File: src/rtl/cpu_pkg.sv
// Shared pipeline definitions: datapath width, memory-port arbiter state
// encoding, requester IDs and the bus command payload.
package cpu_pkg;

  localparam int unsigned XLEN   = 32;
  localparam int unsigned STRB_W = XLEN / 8;

  localparam logic [1:0] ARB_IDLE      = 2'd0;
  localparam logic [1:0] ARB_GRANT_IF  = 2'd1;
  localparam logic [1:0] ARB_GRANT_MEM = 2'd2;
  localparam logic [1:0] ARB_RESP      = 2'd3;

  localparam logic SRC_IF  = 1'b0;
  localparam logic SRC_MEM = 1'b1;

  typedef struct packed {
    logic              we;
    logic [XLEN-1:0]   addr;
    logic [XLEN-1:0]   wdata;
    logic [STRB_W-1:0] wstrb;
  } bus_cmd_t;

endpackage

File: src/rtl/arb_timeout_counter.sv
// Cycle counter that flags the LIMIT-th enabled cycle since the last clear.
// LIMIT = 0 never expires; LIMIT must fit in CNT_W bits.
module arb_timeout_counter #(
  parameter int unsigned LIMIT = 255,
  parameter int unsigned CNT_W = 8
) (
  input  logic clk,
  input  logic reset,
  input  logic clear,
  input  logic enable,
  output logic expire_c
);

  localparam logic [CNT_W-1:0] LAST = (LIMIT == 0) ? '0 : CNT_W'(LIMIT - 1);

  logic [CNT_W-1:0] cnt_q;

  // Saturates at LAST so a missed clear cannot wrap into a second expiry.
  always_ff @(posedge clk) begin
    if (reset || clear) begin
      cnt_q <= '0;
    end else if (enable && (cnt_q != LAST)) begin
      cnt_q <= cnt_q + CNT_W'(1);
    end
  end

  assign expire_c = (LIMIT != 0) && enable && (cnt_q == LAST);

endmodule

File: src/rtl/mem_port_arbiter.sv
// Arbitrates the unified memory port between fetch (IF) and load/store (MEM),
// one bus transaction at a time, with fetch-starvation guard and bus timeout.
module mem_port_arbiter
  import cpu_pkg::*;
#(
  parameter int unsigned MEM_BURST_MAX = 4,
  parameter int unsigned TIMEOUT       = 255
) (
  input  logic              clk,
  input  logic              reset,
  input  logic              if_req,
  input  logic [XLEN-1:0]   if_addr,
  input  logic              if_flush,
  output logic              if_valid,
  output logic [XLEN-1:0]   if_rdata,
  input  logic              mem_req,
  input  logic              mem_we,
  input  logic [XLEN-1:0]   mem_addr,
  input  logic [XLEN-1:0]   mem_wdata,
  input  logic [STRB_W-1:0] mem_wstrb,
  output logic              mem_valid,
  output logic [XLEN-1:0]   mem_rdata,
  output logic              bus_req,
  output logic              bus_we,
  output logic [XLEN-1:0]   bus_addr,
  output logic [XLEN-1:0]   bus_wdata,
  output logic [STRB_W-1:0] bus_wstrb,
  input  logic              bus_ack,
  input  logic [XLEN-1:0]   bus_rdata,
  output logic              stall_if,
  output logic              stall_mem,
  output logic              bus_err,
  output logic              bus_err_src
);

  localparam int unsigned        BURST_W     = 4;
  localparam int unsigned        TMO_W       = 8;
  localparam logic [BURST_W-1:0] BURST_LIMIT = BURST_W'(MEM_BURST_MAX);
  localparam logic [BURST_W-1:0] BURST_SAT   = '1;

  logic [1:0]         state_q, state_d;
  logic [BURST_W-1:0] burst_q, burst_d;
  logic               drop_q, drop_d;
  logic               src_q, src_d;
  bus_cmd_t           cmd_q, cmd_d;
  logic               bus_req_d;
  logic               if_valid_d, mem_valid_d;
  logic [XLEN-1:0]    if_rdata_d, mem_rdata_d;
  logic               bus_err_d, bus_err_src_d;
  logic               if_live, mem_wins;
  logic               tmo_clear, tmo_enable, tmo_expire;

  assign tmo_clear  = (state_q == ARB_IDLE);
  assign tmo_enable = (state_q == ARB_GRANT_IF) || (state_q == ARB_GRANT_MEM);

  arb_timeout_counter #(
    .LIMIT (TIMEOUT),
    .CNT_W (TMO_W)
  ) u_tmo (
    .clk      (clk),
    .reset    (reset),
    .clear    (tmo_clear),
    .enable   (tmo_enable),
    .expire_c (tmo_expire)
  );

  // Next-state and next-output logic.
  always_comb begin
    state_d       = state_q;
    burst_d       = if_req ? burst_q : '0;
    drop_d        = drop_q;
    src_d         = src_q;
    cmd_d         = cmd_q;
    bus_req_d     = bus_req;
    if_valid_d    = 1'b0;
    mem_valid_d   = 1'b0;
    if_rdata_d    = if_rdata;
    mem_rdata_d   = mem_rdata;
    bus_err_d     = 1'b0;
    bus_err_src_d = bus_err_src;

    // A fetch flushed in the arbitration cycle is not a candidate at all.
    if_live  = if_req & ~if_flush;
    mem_wins = mem_req & ~(if_live & (burst_q >= BURST_LIMIT));

    unique case (state_q)
      ARB_IDLE: begin
        if (mem_wins) begin
          state_d     = ARB_GRANT_MEM;
          src_d       = SRC_MEM;
          bus_req_d   = 1'b1;
          cmd_d.we    = mem_we;
          cmd_d.addr  = mem_addr;
          cmd_d.wdata = mem_wdata;
          cmd_d.wstrb = mem_wstrb;
          if (if_req && (burst_q != BURST_SAT)) begin
            burst_d = burst_q + BURST_W'(1);
          end
        end else if (if_live) begin
          state_d     = ARB_GRANT_IF;
          src_d       = SRC_IF;
          bus_req_d   = 1'b1;
          cmd_d.we    = 1'b0;
          cmd_d.addr  = if_addr;
          cmd_d.wdata = '0;
          cmd_d.wstrb = '0;
          burst_d     = '0;
        end
      end

      ARB_GRANT_IF, ARB_GRANT_MEM: begin
        if ((state_q == ARB_GRANT_IF) && if_flush) begin
          drop_d = 1'b1;
        end
        // An ack in the expiry cycle still completes normally.
        if (bus_ack) begin
          bus_req_d = 1'b0;
          state_d   = ARB_RESP;
          if (src_q == SRC_IF) begin
            if_rdata_d = bus_rdata;
            if_valid_d = ~(drop_q | if_flush);
          end else begin
            mem_rdata_d = bus_rdata;
            mem_valid_d = 1'b1;
          end
        end else if (tmo_expire) begin
          bus_req_d     = 1'b0;
          state_d       = ARB_IDLE;
          bus_err_d     = 1'b1;
          bus_err_src_d = src_q;
          drop_d        = 1'b0;
        end
      end

      ARB_RESP: begin
        state_d = ARB_IDLE;
        drop_d  = 1'b0;
      end

      default: begin
        state_d = ARB_IDLE;
      end
    endcase
  end

  always_ff @(posedge clk) begin
    if (reset) begin
      state_q     <= ARB_IDLE;
      burst_q     <= '0;
      drop_q      <= 1'b0;
      src_q       <= SRC_IF;
      cmd_q       <= '0;
      bus_req     <= 1'b0;
      if_valid    <= 1'b0;
      mem_valid   <= 1'b0;
      if_rdata    <= '0;
      mem_rdata   <= '0;
      bus_err     <= 1'b0;
      bus_err_src <= 1'b0;
    end else begin
      state_q     <= state_d;
      burst_q     <= burst_d;
      drop_q      <= drop_d;
      src_q       <= src_d;
      cmd_q       <= cmd_d;
      bus_req     <= bus_req_d;
      if_valid    <= if_valid_d;
      mem_valid   <= mem_valid_d;
      if_rdata    <= if_rdata_d;
      mem_rdata   <= mem_rdata_d;
      bus_err     <= bus_err_d;
      bus_err_src <= bus_err_src_d;
    end
  end

  assign bus_we    = cmd_q.we;
  assign bus_addr  = cmd_q.addr;
  assign bus_wdata = cmd_q.wdata;
  assign bus_wstrb = cmd_q.wstrb;

  assign stall_if  = if_req & ~if_valid & ~if_flush;
  assign stall_mem = mem_req & ~mem_valid;

endmodule

File: config.mk
export PLATFORM = sky130hd
export DESIGN_NAME = mem_port_arbiter
export DESIGN_NICKNAME = d
export VERILOG_FILES = /design/src/rtl/cpu_pkg.sv /design/src/rtl/arb_timeout_counter.sv /design/src/rtl/mem_port_arbiter.sv
export SDC_FILE = /design/constraint.sdc
export NUM_CORES = 1
export LEC_CHECK = 0
export BUFFER_PORTS_ARGS = -buffer_cell sky130_fd_sc_hd__buf_4
export CORE_ASPECT_RATIO = 0.6
export CORE_MARGIN = 2
export CORE_UTILIZATION = 50
export CTS_CLUSTER_SIZE = 10
export DETAILED_ROUTE_END_ITERATION = 6
export PLACE_DENSITY = 0.85
export SLEW_MARGIN = 20
export SYNTH_ARGS = -nofsm -noshare
export SYNTH_HDL_FRONTEND = slang
export SYNTH_SLANG_ARGS = --single-unit
File: constraint.sdc
create_clock -name clk -period 3.2 [get_ports clk]
set_input_delay 0.64 -clock clk [delete_from_list [all_inputs] [get_ports clk]]
set_output_delay 0.64 -clock clk [all_outputs]
set_load 0.01 [all_outputs]
[Yosys cells after proc, flatten, opt, wreduce, memory -nomap -nowiden]
Index checks and enable logic that the tools add are counted.
Storage, ports and cells
  bits in registers: 154
  logic and storage cells: 87
Cells by class
  muxes and demuxes: 25
  reduce and logical (&&, ||, !) cells: 20
  equality and inequality tests: 8
  add/sub/neg operators: 2
  order comparisons: 1
  bitwise gates (word level): 15
Operators with widths (number)
  $mux W69: 2
  $mux W4: 5
  $reduce_and A3 Y1: 4
  $mux W1: 11
  $add A8 B1 Y8 const B: 1
  $eq A8 B8 Y1 const B: 1
  $mux W2: 4
  $ne A8 B8 Y1 const B: 1
  $not A1 Y1: 8
  $and A1 B1 Y1: 6
  $ne A3 B3 Y1 const B: 2
  $pmux W2 S3: 1
  $reduce_bool A2 Y1: 3
  $reduce_or A3 Y1: 2
  $add A4 B1 Y4 const B: 1
  $eq A2 B2 Y1 const B: 2
  $ge A4 B3 Y1 const B: 1
  $logic_and A1 B1 Y1: 4
  $ne A4 B4 Y1 const B: 1
  $pmux W1 S2: 2
  $reduce_and A2 Y1: 2
  $reduce_or A4 Y1: 1
  $eq A2 B1 Y1 const B: 1
  $logic_not A2 Y1: 1
  other kinds (3): 4

[Logic depth before layout (Yosys ltp)]
Gate-level depths: netlist of run 1.
  word-level depth: 7
  mapped depth: 8
  mapped depth without buffers: 6

[Cells and area by module]
Synthesis of run 1 repeated with hierarchy kept, for this count alone.
Unflattened totals
  cells, all modules: 712
  area total of the unflattened synthesis: 6125.9 sq um
By module, submodules not included
  mem_port_arbiter: cells an instance 658, seq. area each 2922.8 sq um, area each 5660.4 sq um, times used 1
  arb_timeout_counter: cells an instance 54, seq. area each 160.2 sq um, area each 465.4 sq um, times used 1

[Least setup slack after synthesis of run 1]
Ideal clock, no wire load.
  kind: input-to-reg
  from: input if_flush
  to: register cmd_q, in the netlist bus_wdata[22]
  stages on the path: 7
  setup slack: 1492 ps
  setup time: 128 ps
  data arrival time: 1580 ps
  data required time: 3072 ps
  path through: nand2b_1 buf_6 a21o_1 buf_4 buf_6 a22oi_1 nor2_1
Between the ends
  word-level cells in the longest chain between the ends: 7
  elaborated cells on any way between the ends: 8
RTL lines
  start: declaration: line mem_port_arbiter.sv:13  | input logic if_flush,
  $not A1 Y1 *: line mem_port_arbiter.sv:83  | if_live = if_req & ~if_flush;
  $and A1 B1 Y1 *: line mem_port_arbiter.sv:83
  $and A1 B1 Y1: line mem_port_arbiter.sv:84  | mem_wins = mem_req & ~(if_live & (burst_q >= BURST_LIMIT));
  $not A1 Y1: line mem_port_arbiter.sv:84
  $and A1 B1 Y1: line mem_port_arbiter.sv:84
  $reduce_bool A2 Y1 (no source line)
  $reduce_and A2 Y1 (no source line)
  end signal: assignment: line mem_port_arbiter.sv:165  | cmd_q <= cmd_d;
  end: declaration: line mem_port_arbiter.sv:45  | bus_cmd_t cmd_q, cmd_d;
Mark *: on every way between the ends. The rest lies on a longest branch, timed or not.
A chain may end at the register's enable or synchronous reset.

[Worst setup path in the final report of run 1]
  from: register state_q[0]
  to: register if_rdata[8]
Between the ends
  word-level cells in the longest chain between the ends: 3
  elaborated cells on any way between the ends: 4
RTL lines
  start: declaration: line mem_port_arbiter.sv:41  | logic [1:0] state_q, state_d;
  start signal: assignment: line mem_port_arbiter.sv:161  | state_q <= state_d;
  $eq A2 B1 Y1 / $eq A2 B2 Y1 (equally long branches): line mem_port_arbiter.sv:86  | unique case (state_q)
  $reduce_or A2 Y1 *: line mem_port_arbiter.sv:86
  $reduce_and A3 Y1 (no source line) *
  end signal: assignment: line mem_port_arbiter.sv:169  | if_rdata <= if_rdata_d;
  end: declaration: line mem_port_arbiter.sv:15  | output logic [XLEN-1:0] if_rdata,
Marks and branches as above.

==> metrics.csv, run 1 <==
stage;metric;value;unit
die;die area;12700;um^2
route;DRT Pass-1 Iters;5;
cts;CTS buffer count;17;
timing;Tcrit/Tclk final;70.9;%
place;gp weighted congestion;0.797;
global_route;largest net degree at the start of global routing;79;
timing;Final min period;2.27;ns
timing;final setup fails;0;
route;Starting DRT DRC Count;392;
worst_setup_path;startpoint type of the worst setup path;register;
global_route;antenna violations before repair;0;
layout;nets;1075;
timing;Least-Margin Pin Slew;0.835;ns
synthesis;Most used DFF post-synth;dfxtp_1;
synthesis;Netlist cell types;45;
worst_hold_path;Hold Path Class;input port to register;
synthesis;number of synthesized flops with an enable pin;0;
route;final wirelength;16.8;mm
route;# DRC;0;
cts;clk slew on worst S/H paths;0.06;ns
cts;Clock Path Buffers;2;
timing;hold slack;0.426;ns
die;Die W;144;um
synthesis;yosys warns;0;
route;wire per inst;15.2;um
layout;share of layout cells above drive strength 1;34.6;%
cts;CTS tree;yes;
timing;Peak Freq;0.441;GHz
die;core area;11400;um^2
place;port bufs;278;
run;max cap viols;0;
synthesis;Synth Register Bits;154;
power_and_ir_drop;P_leak;3.87;nW
cts;cts repair resizes;0;
timing;Hold Fails Final Rpt;0;
die;die span in y;88.2;um
route;remaining antenna violation count;0;
worst_setup_path;critical path fanouts, max;22;
synthesis;Syn Nets;820;
global_route;global route overflow;0;
global_route;first-pass GRT wire length;25.6;mm
global_route;gr usage total;25.4;%
timing;RSZ-0062 raised after global routing;no;
run_status;status;completed;
cts;# clock sinks;154;
worst_setup_path;critical path arrival;2.60;ns
cts;root buf cell;clkbuf_16;
timing;Setup TNS;0;ns
synthesis;register area share after synthesis;52.1;%
worst_setup_path;CP Data Required Time;3.53;ns
global_route;vias in the first global route;5270;
layout;n_diodes;0;
power_and_ir_drop;Max IR drop VDD;0.480;mV
place;HPWL after DPL;11.8;mm
timing;Slew headroom;44.3;%
timing;Slew Limit Fails;0;
synthesis;Syn Area/Cell;8.77;um^2
route;post-DR vias/cell;5.15;
timing;skew final;0.0121;ns
worst_setup_path;kind of critical path;register to register;
worst_setup_path;critical path endpoint category;register;
layout;Area growth syn-to-layout;45.2;%
power_and_ir_drop;Cell Pwr Density;750;nW/um^2
cts;H-tree levels;4;
die;starting density of the core;51.8;%
synthesis;Netlist Area Pre-Place;5910;um^2
route;via count of the routed design;5676;
synthesis;Cells after Synth;674;
cts;Hold Buf Count CTS;0;
synthesis;share of synthesized registers carrying an async set or reset;0;%
die;I/O pins;279;
cts;Setup Buffers After CTS;0;
die;# rows;30;
cts;worst-skew pair later-pin latency;0.42;ns
[cell families after synthesis]
kind of cell             count (synthesis)  share of synthesized area (%)
AO/OA/AOI/OAI                          194                           19.1
multiplexers                            35                           5.93
flip-flops                             154                           52.1
XOR/XNOR                                 5                          0.741
buffers and inverters                   61                           5.35
adder cells (fa/ha/maj)                  7                           1.48
AND/OR/NAND/NOR                        218                           15.3
[where the power goes]
part / internal [mW] / total, mW / switching (mW) / leakage (nW)
clock network: 1.04 / 1.94 / 0.897 / 0.279
registers: 2.31 / 2.54 / 0.224 / 1.26
logic: 0.884 / 1.96 / 1.08 / 2.33
total: 4.24 / 6.44 / 2.20 / 3.87
[placed cells by master, fill, tap and decap left out, types with 2 or more instances in the layout]
cell type   count
and3_1          3
nand2_1       137
inv_1          11
ha_1            7
inv_8           4
clkbuf_16      17
clkinvlp_4      2
nor2_1         51
o21ai_0        36
xor2_1          4
inv_6           6
clkinv_8        2
nor3_1          4
o2111ai_1       3
buf_4         285
dfxtp_1       154
nor2b_1         4
o211ai_1        2
nand3_1         6
a211oi_1        2
a21oi_1       102
a22oi_1        37
and2_1          2
mux2i_1        35
nand4_1         2
[through the flow]
stage,setup WS (ns),util (%),cells,cell area [um^2],power [mW]
floorplan,1.49,-,674,5910,3.60
global placement,0.906,70.2,1070,8010,4.48
detailed placement,0.889,70.2,1070,8010,4.51
CTS,0.957,75.2,1102,8580,6.46
global route,0.752,75.2,1102,8580,6.78
finish,0.931,75.2,1102,8580,6.44
[sequential cells by signal (all words and copies together) (netlist names)]
| name | cells |
|---|---|
| src_q | 1 |
| bus_req | 1 |
| mem_rdata | 32 |
| state_q | 2 |
| bus_err | 1 |
| if_valid | 1 |
| mem_valid | 1 |
| bus_err_src | 1 |
| bus_wdata | 32 |
| bus_wstrb | 4 |
| if_rdata | 32 |
| burst_q | 4 |
| drop_q | 1 |
| bus_we | 1 |
| bus_addr | 32 |
| u_tmo.cnt_q | 8 |
[routing by layer]
metal	global-route usage, %	wire length (um)	vias up
met1	33.5	7390	2601
li1	-	-	2825
met3	7.03	1170	40
met4	10.8	516	0
met2	39.9	7730	210
met5	0	0	-
[worst max-delay path: stages (launching register included)]
cell,delay [ns]
dfxtp_1,0.42
inv_1,0.09
ha_1,0.56
nand2_1,0.14
nor2_2,0.38
buf_4,0.35
nand2_1,0.10
a21oi_1,0.14
[area by class of cell]
type / instances / area [um^2]
multi-input cells: 459 / 2520
fillers: 875 / 2830
clock buffers: 17 / 425
inverters: 11 / 41.3
flip-flops and latches: 154 / 3080
clock inverters: 15 / 150
well taps: 160 / 200
repair buffers: 286 / 2160
[final timing paths]
path / from / endpoint / depth (start not counted) / slack (ns)
max reg2reg: state_q[0] / if_rdata[8] / 7 / 0.93
max: state_q[0] / if_rdata[8] / 7 / 0.93
min: if_flush / if_valid / 2 / 0.43
min reg2reg: if_rdata[23] / if_rdata[23] / 2 / 0.45
[cells in the mapped netlist, types with 2 or more instances]
master	instances	area [um^2]
o21ai_0	36	180
mux2i_1	35	350
and2_1	2	12.5
o21a_1	2	15.0
nand4_1	2	12.5
buf_4	2	15.0
clkbuf_1	27	101
buf_2	15	75.1
nand2_1	137	514
and3_1	3	18.8
xor2_1	4	35.0
nand3_1	6	30.0
nor3_1	4	20.0
nor2b_1	4	25.0
o211ai_1	2	15.0
a211oi_1	2	15.0
dfxtp_1	154	3080
o2111ai_1	3	26.3
inv_1	11	41.3
a22oi_1	37	278
ha_1	7	87.6
nor2_1	52	195
buf_8	2	30.0
a21oi_1	102	510
buf_6	3	33.8
(Power assumes the default switching activity.)
==> run 2: changes to the inputs <==
--- a/config.mk
+++ b/config.mk
@@ -8,10 +8,10 @@
 export BUFFER_PORTS_ARGS = -buffer_cell sky130_fd_sc_hd__buf_4
 export CORE_ASPECT_RATIO = 0.6
 export CORE_MARGIN = 2
-export CORE_UTILIZATION = 50
+export CORE_UTILIZATION = 46
 export CTS_CLUSTER_SIZE = 10
 export DETAILED_ROUTE_END_ITERATION = 6
-export PLACE_DENSITY = 0.85
+export PLACE_DENSITY = 0.79
 export SLEW_MARGIN = 20
 export SYNTH_ARGS = -nofsm -noshare
 export SYNTH_HDL_FRONTEND = slang
==> constraint.sdc (replaced) <==
create_clock -name clk -period 2.3 [get_ports clk]
set_input_delay 0.46 -clock clk [delete_from_list [all_inputs] [get_ports clk]]
set_output_delay 0.46 -clock clk [all_outputs]
set_load 0.01 [all_outputs]
==> metrics.csv, run 2 (synthesis gave the netlist of run 1 again) <==
stage;metric;value;unit;change
layout;commonest non-fill, non-tap cell in the layout;buf_4;;
worst_setup_path;critical path endpoint category;register;;
global_route;gr usage total;24.3;%;-1.1 points
route;post-DR vias/cell;5.07;;-1.6%
cts;cts repair resizes;0;;unchanged
power_and_ir_drop;Cell Pwr Density;1070;nW/um^2;+43%
worst_hold_path;Hold Path Class;input port to register;;
die;core area;12700;um^2;+11%
run_status;status;completed;;
global_route;largest net degree at the start of global routing;81;;+2.5%
cts;CTS buffer count;17;;unchanged
layout;nets;1079;;+0.37%
worst_setup_path;slowest stage cell on the critical path;or2_2;;
die;# rows;32;;+6.7%
cts;H-tree levels;4;;unchanged
run;max cap viols;0;;unchanged
die;Die W;150;um;+4.1%
layout;n_diodes;0;;unchanged
timing;Setup TNS;0;ns;unchanged
place;port bufs;278;;unchanged
timing;Slew headroom;53.7;%;+9.5 points
cts;worst-skew pair later-pin latency;0.41;ns;about the same
place;gp weighted congestion;0.817;;+2.6%
layout;Area growth syn-to-layout;47.5;%;
cts;Setup Buffers After CTS;0;;unchanged
timing;RSZ-0062 raised after global routing;no;;
cts;# clock sinks;154;;unchanged
timing;Hold Fails Final Rpt;0;;unchanged
die;die area;13800;um^2;+8.4%
worst_setup_path;critical path arrival;2.19;ns;-0.41 ns
global_route;met2 usage;38.0;%;-1.9 points
timing;Slew Limit Fails;0;;unchanged
cts;clk slew on worst S/H paths;0.06;ns;about the same
power_and_ir_drop;Max IR drop VDD;0.513;mV;+6.9%
worst_setup_path;slowest stage delay, CP;0.57;ns;about the same
route;Starting DRT DRC Count;323;;-18%
die;I/O pins;279;;unchanged
route;final wirelength;16.5;mm;-1.5%
timing;Final min period;1.85;ns;-0.418 ns
worst_setup_path;r2r setup slk;0.45;ns;-0.48 ns
power_and_ir_drop;Pwr Total;9.33;mW;+45%
global_route;global route overflow;0;;unchanged
route;# DRC;0;;unchanged
global_route;gr busiest metal;met2;;
worst_setup_path;startpoint type of the worst setup path;register;;
worst_setup_path;most frequent CP cell;nand2_1;;
layout;number of fill cells in the layout;1035;;+18%
layout;commonest non-fill, non-tap cells in the layout;buf_4, dfxtp_1, nand2_1;;
timing;Least-Margin Pin Slew;0.694;ns;-0.141 ns
die;die span in y;91.8;um;+4.1%
power_and_ir_drop;P_leak;3.93;nW;+1.6%
cts;Clock Path Buffers;2;;unchanged
timing;final setup fails;0;;unchanged
worst_setup_path;kind of critical path;register to register;;
place;HPWL after DPL;11.7;mm;-0.41%
worst_setup_path;Crit path max-delay family;simple AND/OR/NAND/NOR gates;;
global_route;GR Util met3;7.41;%;+0.38 points
route;remaining antenna violation count;0;;unchanged
route;DRT Pass-1 Iters;6;;+1
global_route;first-pass GRT wire length;26.9;mm;+4.9%
die;starting density of the core;46.6;%;-5.2 points
worst_setup_path;CP Buf/Inv Count;1;;-1
global_route;antenna violations before repair;0;;unchanged
worst_setup_path;CP Data Required Time;2.64;ns;-0.89 ns
global_route;M1 GR Usage;32.1;%;-1.4 points
cts;CTS tree;yes;;
layout;share of layout cells above drive strength 1;34.7;%;+0.14 points
timing;skew final;0.00879;ns;-0.00334 ns
timing;Peak Freq;0.540;GHz;+23%
route;via count of the routed design;5644;;-0.56%
global_route;vias in the first global route;5418;;+2.8%
cts;root buf cell;clkbuf_16;;
worst_setup_path;critical path fanouts, max;33;;+50%
route;wire per inst;14.9;um;-2.6%
worst_setup_path;crit-path cells;inv_1, ha_1, nand2_1, or2_2, nand2_1, a21oi_1;;
timing;Tcrit/Tclk final;80.5;%;+9.6 points
cts;Hold Buf Count CTS;0;;unchanged
[run 2: path summary, 6_finish.rpt]
kind                            startpoint           end  cells after the start
worst max-delay path            state_q[0]  if_rdata[30]                      6
worst min-delay path              if_flush      if_valid                      2
worst max register to register  state_q[0]  if_rdata[30]                      6
worst min register to register      drop_q      if_valid                      1
[run 2: cell type report]
type	count	area [um^2]	area share [%]
Clock inverter	13	218	2.50
Multi-Input combinational cell	459	2520	28.9
Clock buffer	17	425	4.88
Timing Repair Buffer	290	2210	25.4
Inverter	11	41.3	0.474
Tap cell	170	213	2.44
Sequential cell	154	3080	35.4
[run 2: metal layers]
layer  up-vias  share of wire [%]
met5         -                  0
met4         0                1.9
met3        26                7.9
met2       196                 45
met1      2588                 45
li1       2834                  -
[run 2: per-stage QoR]
| step | util [%] | cell area [um^2] | worst slack, ns | std cells | hold WS (ns) |
|---|---|---|---|---|---|
| after global placement | 63.6 | 8080 | 0.462 | 1084 | 0.413 |
| after CTS | 68.7 | 8720 | 0.436 | 1114 | 0.230 |
| after detailed placement | 63.6 | 8080 | 0.456 | 1084 | 0.426 |
| final | 68.7 | 8720 | 0.449 | 1114 | 0.251 |
| after global routing | 68.7 | 8720 | 0.252 | 1114 | 0.229 |
| after floorplan | - | 5910 | 0.681 | 674 | 0.399 |
[run 2: where the power goes]
part | total [mW] | switching (mW) | internal (mW)
clock | 3.04 | 1.11 | 1.93
sequential | 3.53 | 0.309 | 3.22
combinational | 2.76 | 1.49 | 1.27
==> run 3: changes to the inputs <==
--- a/config.mk
+++ b/config.mk
@@ -8,10 +8,10 @@
 export BUFFER_PORTS_ARGS = -buffer_cell sky130_fd_sc_hd__buf_4
 export CORE_ASPECT_RATIO = 0.6
 export CORE_MARGIN = 2
-export CORE_UTILIZATION = 46
+export CORE_UTILIZATION = 42
 export CTS_CLUSTER_SIZE = 10
 export DETAILED_ROUTE_END_ITERATION = 6
-export PLACE_DENSITY = 0.79
+export PLACE_DENSITY = 0.76
 export SLEW_MARGIN = 20
 export SYNTH_ARGS = -nofsm -noshare
 export SYNTH_HDL_FRONTEND = slang
==> constraint.sdc (replaced) <==
create_clock -name clk -period 1.7 [get_ports clk]
set_input_delay 0.34 -clock clk [delete_from_list [all_inputs] [get_ports clk]]
set_output_delay 0.34 -clock clk [all_outputs]
set_load 0.01 [all_outputs]
==> metrics.csv, run 3 (synthesis gave the netlist of run 1 again) <==
stage;metric;value;unit;change
worst_setup_path;CP Buf/Inv Count;2;;+1
layout;final instance area;8800;um^2;+0.89%
layout;area of the multi-input gates;2540;um^2;+0.84%
route;post-DR vias/cell;4.90;;-3.2%
worst_setup_path;slowest stage delay, CP;0.54;ns;-0.03 ns
worst_hold_path;Hold Path Class;input port to register;;
layout;share of layout cells above drive strength 1;35.7;%;+0.93 points
layout;Area growth syn-to-layout;48.8;%;
timing;hold slack;0.126;ns;-0.125 ns
timing;final worst slack;0.0582;ns;-0.391 ns
worst_setup_path;CP Data Required Time;1.98;ns;-0.66 ns
global_route;largest net degree at the start of global routing;91;;+12%
die;Die W;157;um;+4.5%
place;post-place instance area;8220;um^2;+1.8%
power_and_ir_drop;Pwr Total;12.3;mW;+32%
global_route;gr usage total;21.9;%;-2.4 points
global_route;first-pass GRT wire length;26.2;mm;-2.6%
worst_setup_path;most frequent CP cell;inv_1;;
die;starting density of the core;43.1;%;-3.5 points
route;via count of the routed design;5615;;-0.51%
power_and_ir_drop;net switching power;4.10;mW;+41%
timing;skew final;0.0147;ns;+0.00591 ns
route;remaining antenna violation count;0;;unchanged
place;HPWL after DPL;11.8;mm;+0.50%
cts;CTS tree;yes;;
cts;Clock Path Buffers;2;;unchanged
timing;Peak Freq;0.609;GHz;+13%
place;DP Worst Slack;-0.0315;ns;-0.488 ns
layout;commonest non-fill, non-tap cell in the layout;buf_4;;
die;I/O pins;279;;unchanged
cts;H-tree levels;4;;unchanged
cts;CTS buffer count;17;;unchanged
route;wire per inst;14.7;um;-0.77%
worst_setup_path;slowest stage cell on the critical path;or4_4;;
power_and_ir_drop;cell internal pwr;8.22;mW;+28%
power_and_ir_drop;Combinational Power Share;32.6;%;+3.0 points
layout;nets;1086;;+0.65%
layout;number of fill cells in the layout;1191;;+15%
worst_setup_path;kind of critical path;register to register;;
global_route;global route overflow;0;;unchanged
route;# DRC;4;;+4
timing;Slew headroom;72.3;%;+19 points
worst_setup_path;Crit path max-delay family;simple AND/OR/NAND/NOR gates;;
cts;Setup Buffers After CTS;0;;unchanged
power_and_ir_drop;Cell Pwr Density;1400;nW/um^2;+31%
power_and_ir_drop;clock network fraction of total power;28.7;%;-3.9 points
worst_setup_path;startpoint type of the worst setup path;register;;
global_route;vias in the first global route;5281;;-2.5%
die;# rows;33;;+3.1%
cts;# clock sinks;154;;unchanged
worst_setup_path;critical path fanouts, max;5;;-85%
die;die span in y;95.9;um;+4.4%
layout;n_diodes;0;;unchanged
route;Starting DRT DRC Count;324;;+0.31%
layout;Layout Cells excl Fill;1145;;+2.8%
power_and_ir_drop;switch share;33.3;%;+2.2 points
cts;root buf cell;clkbuf_16;;
power_and_ir_drop;sequential power share;38.6;%;+0.8 points
die;core area;13700;um^2;+8.0%
power_and_ir_drop;P_leak;3.93;nW;+0.11%
layout;register area;3080;um^2;unchanged
run_status;status;finished with violations;;
timing;Slew Limit Fails;0;;unchanged
global_route;antenna violations before repair;0;;unchanged
timing;Setup TNS;0;ns;unchanged
place;# placed instances;1113;;+2.7%
cts;worst-skew pair later-pin latency;0.42;ns;about the same
cts;cts repair resizes;0;;unchanged
run_status;violated checks;DRC;;
route;final wirelength;16.9;mm;+2.0%
place;port bufs;278;;unchanged
run;max cap viols;0;;unchanged
worst_setup_path;critical path arrival;1.92;ns;-0.27 ns
power_and_ir_drop;Max IR drop VDD;0.757;mV;+48%
timing;Least-Margin Pin Slew;0.415;ns;-0.278 ns
layout;commonest non-fill, non-tap cells in the layout;buf_4, dfxtp_1, nand2_1;;
cts;Hold Buf Count CTS;0;;unchanged
layout;Core Util, Final;64.2;%;-4.5 points
timing;final setup fails;0;;unchanged
place;gp weighted congestion;0.831;;+1.7%
die;die area;15100;um^2;+9.2%
worst_setup_path;crit-path cells;inv_1, ha_4, inv_1, or4_4, a21oi_2, nor3_1;;
timing;Hold Fails Final Rpt;0;;unchanged
cts;clk slew on worst S/H paths;0.06;ns;about the same
timing;Final min period;1.64;ns;-0.209 ns
worst_setup_path;critical path endpoint category;register;;
timing;Tcrit/Tclk final;96.6;%;+16 points
route;DRT Pass-1 Iters;7;;+1
[run 3: area by class of cell]
class / count / share of cell area (%)
Multi-Input combinational cell: 459 / 28.9
Timing Repair Buffer: 297 / 26.5
Tap cell: 192 / 2.73
Sequential cell: 154 / 35.0
Clock buffer: 19 / 5.04
Inverter: 11 / 0.469
Clock inverter: 13 / 1.25
[run 3: worst paths after layout]
kind,end,depth (start not counted),startpoint,slack [ns]
hold / removal,if_valid,2,if_flush,0.13
setup reg to reg,drop_q,6,state_q[0],0.06
hold reg to reg,if_valid,1,drop_q,0.44
setup / recovery,drop_q,6,state_q[0],0.06
[run 3: power by group through the flow]
stage | clock, mW | sequential (mW) | combinational, mW
finish | 3.54 | 4.76 | 4.02
global route | 3.79 | 4.86 | 4.42
global placement | 0 | 4.82 | 3.92
CTS | 3.62 | 4.76 | 3.98
floorplan | 0 | 5.12 | 1.65
detailed placement | 0 | 4.81 | 3.97
[run 3: layer usage]
layer | GRT usage (%) | wire, um | up-vias | part of all wire [%]
li1 | - | - | 2851 | -
met1 | 29.5 | 7920 | 2565 | 47
met2 | 33.6 | 7490 | 180 | 44
met3 | 7.02 | 1240 | 19 | 7.3
met4 | 7.20 | 233 | 0 | 1.4
met5 | 0 | 0 | - | 0
